==> config.mk <==
export PLATFORM = sky130hd
export DESIGN_NAME = mod_counter_ctrl
export DESIGN_NICKNAME = d
export VERILOG_FILES = /design/src/rtl/mod_counter_ctrl.sv
export SDC_FILE = /design/constraint.sdc
export NUM_CORES = 1
export LEC_CHECK = 0
export ABC_AREA = 0
export BUFFER_PORTS_ARGS = -buffer_cell sky130_fd_sc_hd__buf_2
export CELL_PAD_IN_SITES_DETAIL_PLACEMENT = 1
export CELL_PAD_IN_SITES_GLOBAL_PLACEMENT = 1
export CORE_MARGIN = 3
export CORE_UTILIZATION = 38
export DETAILED_ROUTE_END_ITERATION = 6
export PLACE_DENSITY_LB_ADDON = 0.1
export SLEW_MARGIN = 20
export SYNTH_ARGS = -nofsm -noshare
export SYNTH_HDL_FRONTEND = slang
export SYNTH_SLANG_ARGS = --single-unit
==> constraint.sdc <==
create_clock -name clk -period 5 [get_ports clk]
set_clock_uncertainty 0.1 [all_clocks]
set_input_delay 1 -clock clk [delete_from_list [all_inputs] [get_ports clk]]
set_output_delay 1 -clock clk [all_outputs]
set_load 0.1 [all_outputs]
==> src/rtl/mod_counter_ctrl.sv <==
// Modulo-N up/down counter with IDLE/RUN/HALT control; count and tc are registered (one edge after the sampled inputs).
// No backpressure: start/stop/load/clear are sampled every edge with priority clear > load > start > stop > count.
module mod_counter_ctrl #(
  parameter int WIDTH   = 4,
  parameter int MODULUS = 14,
  parameter bit ONESHOT = 1'b0
) (
  input  logic             clk,
  input  logic             reset,
  input  logic             start,
  input  logic             stop,
  input  logic             clear,
  input  logic             load,
  input  logic [WIDTH-1:0] load_val,
  input  logic             dir,
  output logic [WIDTH-1:0] count,
  output logic             running,
  output logic             tc
);

  if (MODULUS < 2 || MODULUS > (1 << WIDTH)) begin : g_bad_modulus
    $error("mod_counter_ctrl: MODULUS %0d outside 2..2**WIDTH", MODULUS);
  end

  typedef enum logic [1:0] {
    IDLE = 2'd0,
    RUN  = 2'd1,
    HALT = 2'd2
  } state_t;

  // Largest legal count; fits in WIDTH bits even when MODULUS == 2**WIDTH.
  localparam logic [WIDTH-1:0] LAST = WIDTH'(MODULUS - 1);

  state_t           state_q;
  state_t           state_d;
  logic [WIDTH-1:0] count_d;
  logic             tc_d;
  logic             load_over;

  assign load_over = ({1'b0, load_val} >= (WIDTH + 1)'(MODULUS));
  assign running   = (state_q == RUN);

  always_ff @(posedge clk or posedge reset) begin
    if (reset) begin
      state_q <= IDLE;
      count   <= '0;
      tc      <= 1'b0;
    end else begin
      state_q <= state_d;
      count   <= count_d;
      tc      <= tc_d;
    end
  end

  always_comb begin
    state_d = state_q;
    count_d = count;
    tc_d    = 1'b0;
    if (!clear) begin
      state_d = IDLE;
      count_d = '0;
    end else if (load) begin
      count_d = load_over ? LAST : load_val;
    end else begin
      if (start) begin
        state_d = RUN;
      end else if (stop && state_q == RUN) begin
        state_d = HALT;
      end
      // Stepping follows the pre-edge state, so the start edge never steps.
      if (state_q == RUN) begin
        if (!dir) begin
          if (count == LAST) begin
            count_d = '0;
            tc_d    = 1'b1;
          end else begin
            count_d = count + 1'b1;
          end
        end else begin
          if (count == '0) begin
            count_d = LAST;
            tc_d    = 1'b1;
          end else begin
            count_d = count - 1'b1;
          end
        end
        if (tc_d && ONESHOT && !start) begin
          state_d = HALT;
        end
      end
    end
  end

endmodule

==> impl_results.md, run 1 <==
* DRT antenna net count at 0
* Largest net degree at the start of global routing at 13
* Crit-path cells: nand2b_1 > inv_1 > buf_2
* Clk sink count at 7
* Total power at 181 uW
* Post-Layout Cell Count at 100
* Residual DRC at 0
* Flop pwr share at 0.371
* Post-Syn Area per Cell at 8.50 um2
* PostCTS Resize Cnt at 0
* Lkg Pwr at 0.000327 uW
* Sw Pwr at 72.4 uW
* CTS tree: done
* Reg2reg end: count[1]$_DFFE_PP0P_
* Hold path startpoint: state_q[1]$_DFFE_PP0P_
* Pre-CTS setup slack at 2.67 ns
* Switching Share at 0.400
* Met3 usage at 0.0518
* H-tree depth at 1
* Fmax at 384 MHz
* Number of top-level pins at 17
* Diode count at 0
* Met2 Resource Use GR at 0.243
* Slowest CP cell: buf_2
* Net Count, Synth at 83
* Cell Rows at 13
* # setup viols final at 0
* Vias post-DR at 573
* Final Hold Viols at 0
* Worst Hold Endpoint: state_q[1]$_DFFE_PP0P_
* # Post-CTS Setup Buffers at 0
* Clk pwr share at 0.273
* Number of fill cells at 182
* First-pass GRT wire length at 2340 um
* Comb power frac at 0.355
* Clock-pin slew on the worst setup and hold paths at 0.05 ns
* CP endpoint kind: output port
* PD cells at 268 nW/um2
* Routability congestion estimate at 0.797
* Relative slew slack at 0.677
* Initial Util at 0.423
* Unrepaired setup endpoints after global routing: no
* Slew Limit Fails at 0
* Num CTS Buffers at 3
* Setup WS post-layout at 2.40 ns
* Area Growth Syn to Fin at 16.9%
* Reg2Reg Depth at 6
* Least-Margin Pin Slew at 0.488 ns
* WL final at 1490 um
* Length of the first detailed-routing pass in iterations at 4
* Initial antenna violation count at 0
* Root buffer cell: clkbuf_4
* Reg-to-Reg Start: count[0]$_DFFE_PP0P_
* Max FO, Critical Path at 10
* Share of cells above drive strength 1 at 0.271
* Max Cap Viol at 0
* Initial DRC Count at 8
* Worst-Skew Late Latency at 0.25 ns
* Placed Instances at 96
* P_int at 109 uW
* Gr ovfl total at 0
* Crit path kind: reg -> out
* Buffers added on ports at 16
* CP startpoint kind: flip-flop
* Yosys warns at 0
* Clock buffer depth at 2
* Synth cell types at 30
* Setup_tns at 0 ns
* Die W at 45 um
* Core box area at 1370 um2
* Worst vdd ir at 0.0820 mV
* Post-synthesis register bit count at 7
* Post-layout util at 0.495
* Grt peak-use layer: met2
* GRT met1 Usage at 0.215
* Min Clock Period, post-route at 2.60 ns
* Die ar. at 2030 um2
* Post-route clock period utilization at 0.520
* Reg2Reg Setup Slack at 3.12 ns
* Multi-input gate area at 342 um2
* Worst Path Arrival at 1.50 ns
* Crit path from: state_q[1]$_DFFE_PP0P_
* Drt via density at 5.73
* Dpl hpwl at 1220 um
* Outcome: finished clean
* Seq/Total Area, Yosys at 0.303
* Register area at 175 um2
* Mapped cell area at 578 um2
* Crit path required time at 3.90 ns
* Die span in y at 45 um
* DR WL/cell at 14.9 um
* Vias in the first global route at 531
* Cells after Synth at 68
* Nets at 101
* GRT Resource Usage Total at 0.163
* Worst hold stages at 2
* Hold-fix buffers at CTS at 0
* CP max stage delay at 0.44 ns
* Hold crit path type: reg -> reg
sequential cells by signal, summed over array words and instances, names as in the netlist:
register and count:
state_q 2, tc 1, count 4
cells in the mapped netlist (all sizes together):
cell,n,area [um2]
a221o,1,10.0
ha,4,50.1
or2,1,6.26
a311oi,2,17.5
a31oi,1,6.26
o21ai,6,30.0
inv,9,33.8
nor2,3,11.3
a211oi,1,7.51
nor4,1,6.26
mux2i,1,10.0
a221oi,1,8.76
or4b,1,10.0
a41oi,2,17.5
o31ai,1,7.51
a21oi,8,43.8
nand2b,2,20.0
a311o,1,10.0
o31a,1,8.76
nand3b,1,7.51
nand3,1,5.00
nand2,6,22.5
dfrtp,7,175
buf,3,27.5
o311ai,1,8.76
nor2b,1,6.26
o22a,1,10.0
power by group through the flow:
stage	Sequential, uW	Combinational, uW	Clock [uW]
2_1_floorplan	84.1	34.7	0
3_3_place_gp	68.1	63.6	0
3_5_place_dp	68.4	64.4	0
4_1_cts	67.4	64.6	52.2
5_1_grt	67.9	70.0	54.6
6_report	67.3	64.3	49.5
worst max path at each step:
| stage | endpoint | slack, ns | cells after the start |
|---|---|---|---|
| global placement | running | 2.68 | 3 |
| detailed placement | running | 2.67 | 3 |
| global route | running | 2.30 | 3 |
| finish | running | 2.40 | 3 |
| CTS | running | 2.38 | 3 |
| floorplan | running | 2.63 | 3 |
cells in the final DEF (no fill, tap or decap), drive strengths merged:
cell type,count
a211oi,1
a21oi,8
a221o,1
a221oi,1
a311o,1
a311oi,2
a31oi,1
a41oi,2
buf,16
clkbuf,4
dfrtp,7
ha,4
inv,9
mux2i,1
nand2,6
nand2b,2
nand3,1
nand3b,1
nor2,3
nor2b,1
nor4,1
o21ai,6
o22a,1
o311ai,1
o31a,1
o31ai,1
or2,1
or4b,1
cell type report:
class                      instances  share of cell area
tap                               15              0.0278
timing repair buffer              16               0.119
sequential                         7               0.259
clock buffer                       4              0.0389
multi-input combinational         49               0.506
inverter                           9              0.0500
stage by stage:
step | area (um2) | hold slack [ns]
after floorplan | 578 | 0.385
after global placement | 649 | 0.408
after detailed placement | 649 | 0.429
after CTS | 676 | 0.439
after global routing | 676 | 0.459
final | 676 | 0.436
worst max-delay path, delay by kind of cell, from the launching register on:
family | cells | cell delay (ns)
buffers and inverters | 2 | 0.59
flip-flops | 1 | 0.38
AND/OR/NAND/NOR | 1 | 0.28
layer usage:
layer	share of wire	up-vias
li1	-	285
met1	0.49	273
met2	0.45	15
met3	0.067	0
met4	0	0
met5	0	-
logic make-up after synthesis:
group / Yosys count / synth area share
AND/OR/NAND/NOR: 17 / 0.165
AO/OA/AOI/OAI: 27 / 0.323
flip-flops: 7 / 0.303
multiplexers: 1 / 0.0173
adder cells (fa/ha/maj): 4 / 0.0866
buffers and inverters: 12 / 0.106
Note: power is estimated with default switching activity, not from simulation.
==> inputs of run 2 (changes only) <==
- CORE_UTILIZATION: 38 -> 35
- clock period: 5 -> 2.6 ns (I/O delays scaled with it)
==> run 2 against run 1 <==
  * Total power up 95%
  * Cell area up 0.19%
  * Sequential cell count is the same
  * Highest routed layer unchanged
==> impl_results.md, run 2 (synthesized netlist as in run 1, its figures left out) <==
* Outcome: finished clean
* Initial DRC Count at 4 (-4)
* Buffers added on ports at 16 (unchanged)
* Hold crit path type: in -> async
* WL final at 1580 um (+6.2%)
* Worst vdd ir at 0.207 mV (+150%)
* H-tree depth at 1 (unchanged)
* Number of top-level pins at 17 (unchanged)
* Crit path kind: reg -> out
* Crit path required time at 1.98 ns (-1.92 ns)
* Biggest register: count
* Lkg Pwr at 0.000327 uW (unchanged)
* CP endpoint kind: output port
* Largest regs: count: 4 flops, state_q: 2 flops, tc: 1 flops
* PD cells at 522 nW/um2 (+95%)
* Initial Util at 0.379 (-0.0438)
* Drt via density at 5.45 (-5.0%)
* Dpl hpwl at 1230 um (+0.77%)
* Relative slew slack at 0.677 (about the same)
* Sw Pwr at 144 uW (+99%)
* P_int at 209 uW (+92%)
* Post-route clock period utilization at 0.841
* Core box area at 1520 um2 (+12%)
* PostCTS Resize Cnt at 0 (unchanged)
* Nets at 101 (unchanged)
* # setup viols final at 0 (unchanged)
* Root buffer cell: clkbuf_4
* Pre-CTS setup slack at 0.721 ns (-1.95 ns)
* Max FO, Critical Path at 10 (unchanged)
* Die W at 46.6 um (+3.6%)
* Switching Share at 0.408 (+0.00801)
* Hold-fix buffers at CTS at 0 (unchanged)
* Die ar. at 2180 um2 (+7.4%)
* Unrepaired setup endpoints after global routing: no
* Vias post-DR at 550 (-4.0%)
* Worst-Skew Late Latency at 0.25 ns (about the same)
* Routability congestion estimate at 0.789 (-0.90%)
* DRT antenna net count at 0 (unchanged)
* Diode count at 0 (unchanged)
* Final Hold Viols at 0 (unchanged)
* Length of the first detailed-routing pass in iterations at 4 (unchanged)
* CP startpoint kind: flip-flop
* Max Cap Viol at 0 (unchanged)
* Clk pwr share at 0.280 (+0.007)
* Least-Margin Pin Slew at 0.489 ns (+0.000496 ns)
* Cell Rows at 14 (+1)
* Largest net degree at the start of global routing at 13 (unchanged)
* CTS tree: done
* Residual DRC at 0 (unchanged)
* Worst Path Arrival at 1.57 ns (+0.07 ns)
* Area Growth Syn to Fin at 17.1%
* Commonest cells after routing, fill and taps aside: buf_2 (16), inv_1 (9), a21oi_1 (7), dfrtp_1 (7)
* Die span in y at 46.6 um (+3.6%)
* Setup WS post-layout at 0.415 ns (-1.98 ns)
* Clock buffer depth at 2 (unchanged)
* Commonest non-fill, non-tap cell in the layout: buf_2
* Comb power frac at 0.353 (-0.002)
* Fmax at 458 MHz
* Initial antenna violation count at 0 (unchanged)
* Clock-pin slew on the worst setup and hold paths at 0.05 ns (about the same)
* Gr ovfl total at 0 (unchanged)
* Vias in the first global route at 556 (+4.7%)
* Share of cells above drive strength 1 at 0.271 (unchanged)
* Flop pwr share at 0.367 (-0.004)
* Setup_tns at 0 ns (unchanged)
* Slew Limit Fails at 0 (unchanged)
* First-pass GRT wire length at 2540 um (+8.6%)
* GRT Resource Usage Total at 0.165 (+0.00169)
* Min Clock Period, post-route at 2.19 ns
* # Post-CTS Setup Buffers at 0 (unchanged)
* Num CTS Buffers at 3 (unchanged)
* Clk sink count at 7 (unchanged)
* DR WL/cell at 15.6 um (+5.1%)
* Largest register FFs at 4 (unchanged)
run 2: cell counts in the layout (fill, tap and decap cells not counted):
No cell type changed its count.
run 2: through the flow:
step	hold WS (ns)	instance area (um2)	utilization	instances	power, uW
global placement	0.356	651	0.427	97	255
finish	0.0885	677	0.444	101	353
detailed placement	0.363	651	0.427	97	256
global route	0.114	677	0.444	101	378
CTS	0.0932	677	0.444	101	356
floorplan	0.223	578	-	68	228
run 2: worst paths after layout:
| path | start | to | slack [ns] | cells after the start |
|---|---|---|---|---|
| worst max register to register | count[0]$_DFFE_PP0P_ | count[1]$_DFFE_PP0P_ | 0.82 | 6 |
| min in group clk | clear | state_q[1]$_DFFE_PP0P_ | 0.41 | 3 |
| worst min register to register | state_q[1]$_DFFE_PP0P_ | state_q[1]$_DFFE_PP0P_ | 0.47 | 2 |
| max in group asynchronous | reset | state_q[0]$_DFFE_PP0P_ | 2.10 | 2 |
| worst max-delay path | state_q[1]$_DFFE_PP0P_ | running | 0.41 | 3 |
| worst min-delay path | reset | count[0]$_DFFE_PP0P_ | 0.09 | 2 |
run 2: cell type report:
type | count | area, um2
Timing Repair Buffer | 16 | 80.1
Sequential cell | 7 | 175
Multi-Input combinational cell | 49 | 342
Fill cell | 208 | 847
Inverter | 9 | 33.8
Tap cell | 16 | 20.0
Clock buffer | 4 | 26.3
run 2: per-layer routing:
layer / track usage / wire, um / vias to the layer above
li1: - / - / 287
met1: 0.253 / 822 / 248
met2: 0.225 / 668 / 15
met3: 0.0586 / 88 / 0
met4: 0.0166 / 0 / 0
met5: 0 / 0 / -
run 2: worst max-delay path: stages (launching register included):
cell and delay, ns:
dfrtp_1 0.40, nand2b_1 0.31, inv_1 0.17, buf_2 0.44
run 2: power groups by stage:
stage               combinational (uW)  sequential [uW]  clock, uW
detailed placement                 125              131          0
CTS                                125              130        101
finish                             125              130       98.8
floorplan                         66.8              162          0
global route                       135              131        111
global placement                   124              131          0
==> inputs of run 3 (changes only) <==
- ABC_AREA: 0 -> 1
- CORE_UTILIZATION: 35 -> 31
- clock period: 2.6 -> 2 ns (I/O delays scaled with it)
==> run 3 against run 2 <==
  * Synthesized cell count up 26%
  * Register-to-register slack worse by 0.31 ns
  * Via count up 9.5%
  * Global-route usage down 2.7 points
  * Clock-buffer cell count unchanged
  * First-iteration DRC count unchanged
  * Total power up 60%
  * Final cell count up 31%
  * Non-clock buffer count up 1
  * Critical path type unchanged
==> impl_results.md, run 3 <==
* Outcome: finished clean
* Initial Util at 0.337 (-0.0424)
* Crit-path leading delay family: buffers and inverters
* Reg2Reg Setup Slack at 0.51 ns (-0.31 ns)
* Relative slew slack at 0.675 (-0.00145)
* Largest regs: count: 4 flops, state_q: 2 flops, tc: 1 flops
* Commonest non-fill, non-tap cell in the layout: nand2_1
* Biggest register: count
* Cell Area, Placed at 708 um2 (+8.8%)
* Number of top-level pins at 17 (unchanged)
* PD cells at 758 nW/um2 (+45%)
* Total power at 564 uW (+60%)
* Diode count at 0 (unchanged)
* Worst hold stages at 3
* Residual DRC at 0 (unchanged)
* Clock-pin slew on the worst setup and hold paths at 0.05 ns (about the same)
* Hold path startpoint: start
* Worst-Skew Late Latency at 0.24 ns (about the same)
* Initial DRC Count at 4 (unchanged)
* Net Count, Synth at 101 (+22%)
* Largest net degree at the start of global routing at 9 (-4)
* Met2 Resource Use GR at 0.233 (+0.00821)
* DRT antenna net count at 0 (unchanged)
* CTS tree: done
* Yosys warns at 0 (unchanged)
* Share of cells above drive strength 1 at 0.299 (+0.0285)
* Async SR Flop Fraction at 1.00 (unchanged)
* Dpl hpwl at 1260 um (+2.4%)
* Post-synth EDFFs at 0 (unchanged)
* Crit path required time at 1.50 ns (-0.48 ns)
* Synth cell types at 18 (-40%)
* Number of fill cells at 250 (+20%)
* Grt peak-use layer: met2
* WL final at 1420 um (-10%)
* Post-synth top flop: dfrtp_1
* Core box area at 1760 um2 (+16%)
* Setup_tns at 0 ns (unchanged)
* Cell Rows at 15 (+1)
* Buffers added on ports at 16 (unchanged)
* Post-synthesis register bit count at 7 (unchanged)
* Most instantiated library cell after synthesis: nand2_1
* Initial antenna violation count at 0 (unchanged)
* Slowest CP cell: buf_2
* H-tree depth at 1 (unchanged)
* Length of the first detailed-routing pass in iterations at 3 (-1)
* Reg2reg end: count[3]$_DFFE_PP0P_
* Area contributors post-synth: dfrtp_1 (29%), nand2_1 (16%), inv_1 (8.8%)
* GRT met1 Usage at 0.176 (-0.0779)
* Num CTS Buffers at 3 (unchanged)
* First-pass GRT wire length at 2720 um (+7.1%)
* Drt via density at 4.56 (-16%)
* PostCTS Resize Cnt at 0 (unchanged)
* Slew Limit Fails at 0 (unchanged)
* CP max stage delay at 0.45 ns (about the same)
* Hold WS at 0.319 ns (+0.230 ns)
* Vias post-DR at 602 (+9.5%)
* Cells after Synth at 86 (+26%)
* CP endpoint kind: output port
* Min Clock Period, post-route at 1.79 ns
* Reg2Reg Depth at 8 (+2)
* Max Cap Viol at 0 (unchanged)
* Mapped cell area at 594 um2 (+2.8%)
* WP buf/inv at 1 (-1)
* Post-Syn Area per Cell at 6.91 um2 (-19%)
* Max FO, Critical Path at 3 (-7)
* Top post-synthesis cells by count: nand2_1 (25), inv_1 (14), dfrtp_1 (7), nand3_1 (7), nor2_1 (6)
* DR WL/cell at 10.8 um (-31%)
* Seq/Total Area, Yosys at 0.295 (-0.00829)
* GRT Resource Usage Total at 0.138 (-0.0269)
* Clk sink count at 7 (unchanged)
* Root buffer cell: clkbuf_4
* Met3 usage at 0.0181 (-0.0405)
* Lkg Pwr at 0.000405 uW (+24%)
* Crit path kind: reg -> out
* Fmax at 559 MHz
* Area Growth Syn to Fin at 25.3%
* Largest register FFs at 4 (unchanged)
* Hold crit path type: in -> reg
* Post-route clock period utilization at 0.894
* Die ar. at 2480 um2 (+14%)
* CP startpoint kind: flip-flop
* # setup viols final at 0 (unchanged)
* Gr ovfl total at 0 (unchanged)
* Reg-to-Reg Start: count[0]$_DFFE_PP0P_
* Post-synth top area share at 0.295 (-0.00829)
* Final Hold Viols at 0 (unchanged)
* Largest area contributor in the netlist: dfrtp_1
* Final Cell Area at 744 um2 (+10%)
* Unrepaired setup endpoints after global routing: no
* Crit-path cells: nor2_4 > buf_2
* Least-Margin Pin Slew at 0.491 ns (+0.00219 ns)
* Vias in the first global route at 661 (+19%)
* Worst Path Arrival at 1.29 ns (-0.28 ns)
* Commonest cells after routing, fill and taps aside: nand2_1 (25), buf_2 (16), inv_1 (14)
* Nets at 123 (+22%)
* Routability congestion estimate at 0.760 (-3.7%)
* Worst vdd ir at 0.254 mV (+23%)
* Die span in y at 49.8 um (+6.7%)
* Clock buffer depth at 2 (unchanged)
* Worst Hold Endpoint: state_q[0]$_DFFE_PP0P_
* Die W at 49.8 um (+6.7%)
[run 3: worst register-to-register path: stages (launching register included)]
cell and delay (ns):
dfrtp_2 0.44, inv_1 0.17, ha_1 0.22, nand3_2 0.10, nand2_1 0.09, nand2_1 0.07, nand2_1 0.07, nand2_1 0.06
a21oi_2 0.11
[run 3: per-layer routing]
metal | wire (um) | vias to the layer above | part of all wire
met5 | 0 | - | 0
met4 | 10 | 0 | 0.0070
li1 | - | 320 | -
met2 | 688 | 11 | 0.48
met3 | 60 | 2 | 0.042
met1 | 663 | 269 | 0.47
[run 3: report_power, final]
part           switching [uW]  internal, uW  total, uW
Clock                    48.9          75.9        125
Combinational             191          65.5        257
Sequential               24.7           158        182
[run 3: how the worst max path moves through the flow]
stage / from / endpoint / cells after the start
after CTS: state_q[1]$_DFFE_PP0P_ / running / 2
after detailed placement: state_q[1]$_DFFE_PP0P_ / running / 2
after global placement: state_q[1]$_DFFE_PP0P_ / running / 2
after floorplan: count[3]$_DFFE_PP0P_ / count[3]$_DFFE_PP0P_ / 7
final: state_q[1]$_DFFE_PP0P_ / running / 2
after global routing: state_q[1]$_DFFE_PP0P_ / running / 2
[run 3: stage by stage]
step	utilization	std cells	setup WS, ns
after CTS	0.422	132	0.194
after detailed placement	0.401	127	0.469
after floorplan	-	86	0.186
after global placement	0.401	127	0.465
final	0.422	132	0.211
after global routing	0.422	132	0.164
[run 3: timing repair]
| action | 4_1_cts | 5_1_grt |
|---|---|---|
| setup buffers | 0 | 0 |
| hold endpoints to repair | 7 | 0 |
| hold buffers | 1 | 0 |
[run 3: layout make-up]
class                   count  area [um2]  area share
clock buffers               4        26.3      0.0353
inverters                  16        60.1      0.0807
multi-input cells          63         359       0.482
flip-flops and latches      7         178       0.239
well taps                  25        31.3      0.0420
repair buffers             17        90.1       0.121
[run 3: kinds of logic (layout without fill, tap and decap cells)]
logic type | Yosys count | in the layout | synth area share
AND/OR/NAND/NOR | 45 | 45 | 0.368
buffers and inverters | 16 | 37 | 0.101
AO/OA/AOI/OAI | 14 | 14 | 0.152
flip-flops | 7 | 7 | 0.295
adder cells (fa/ha/maj) | 4 | 4 | 0.0842
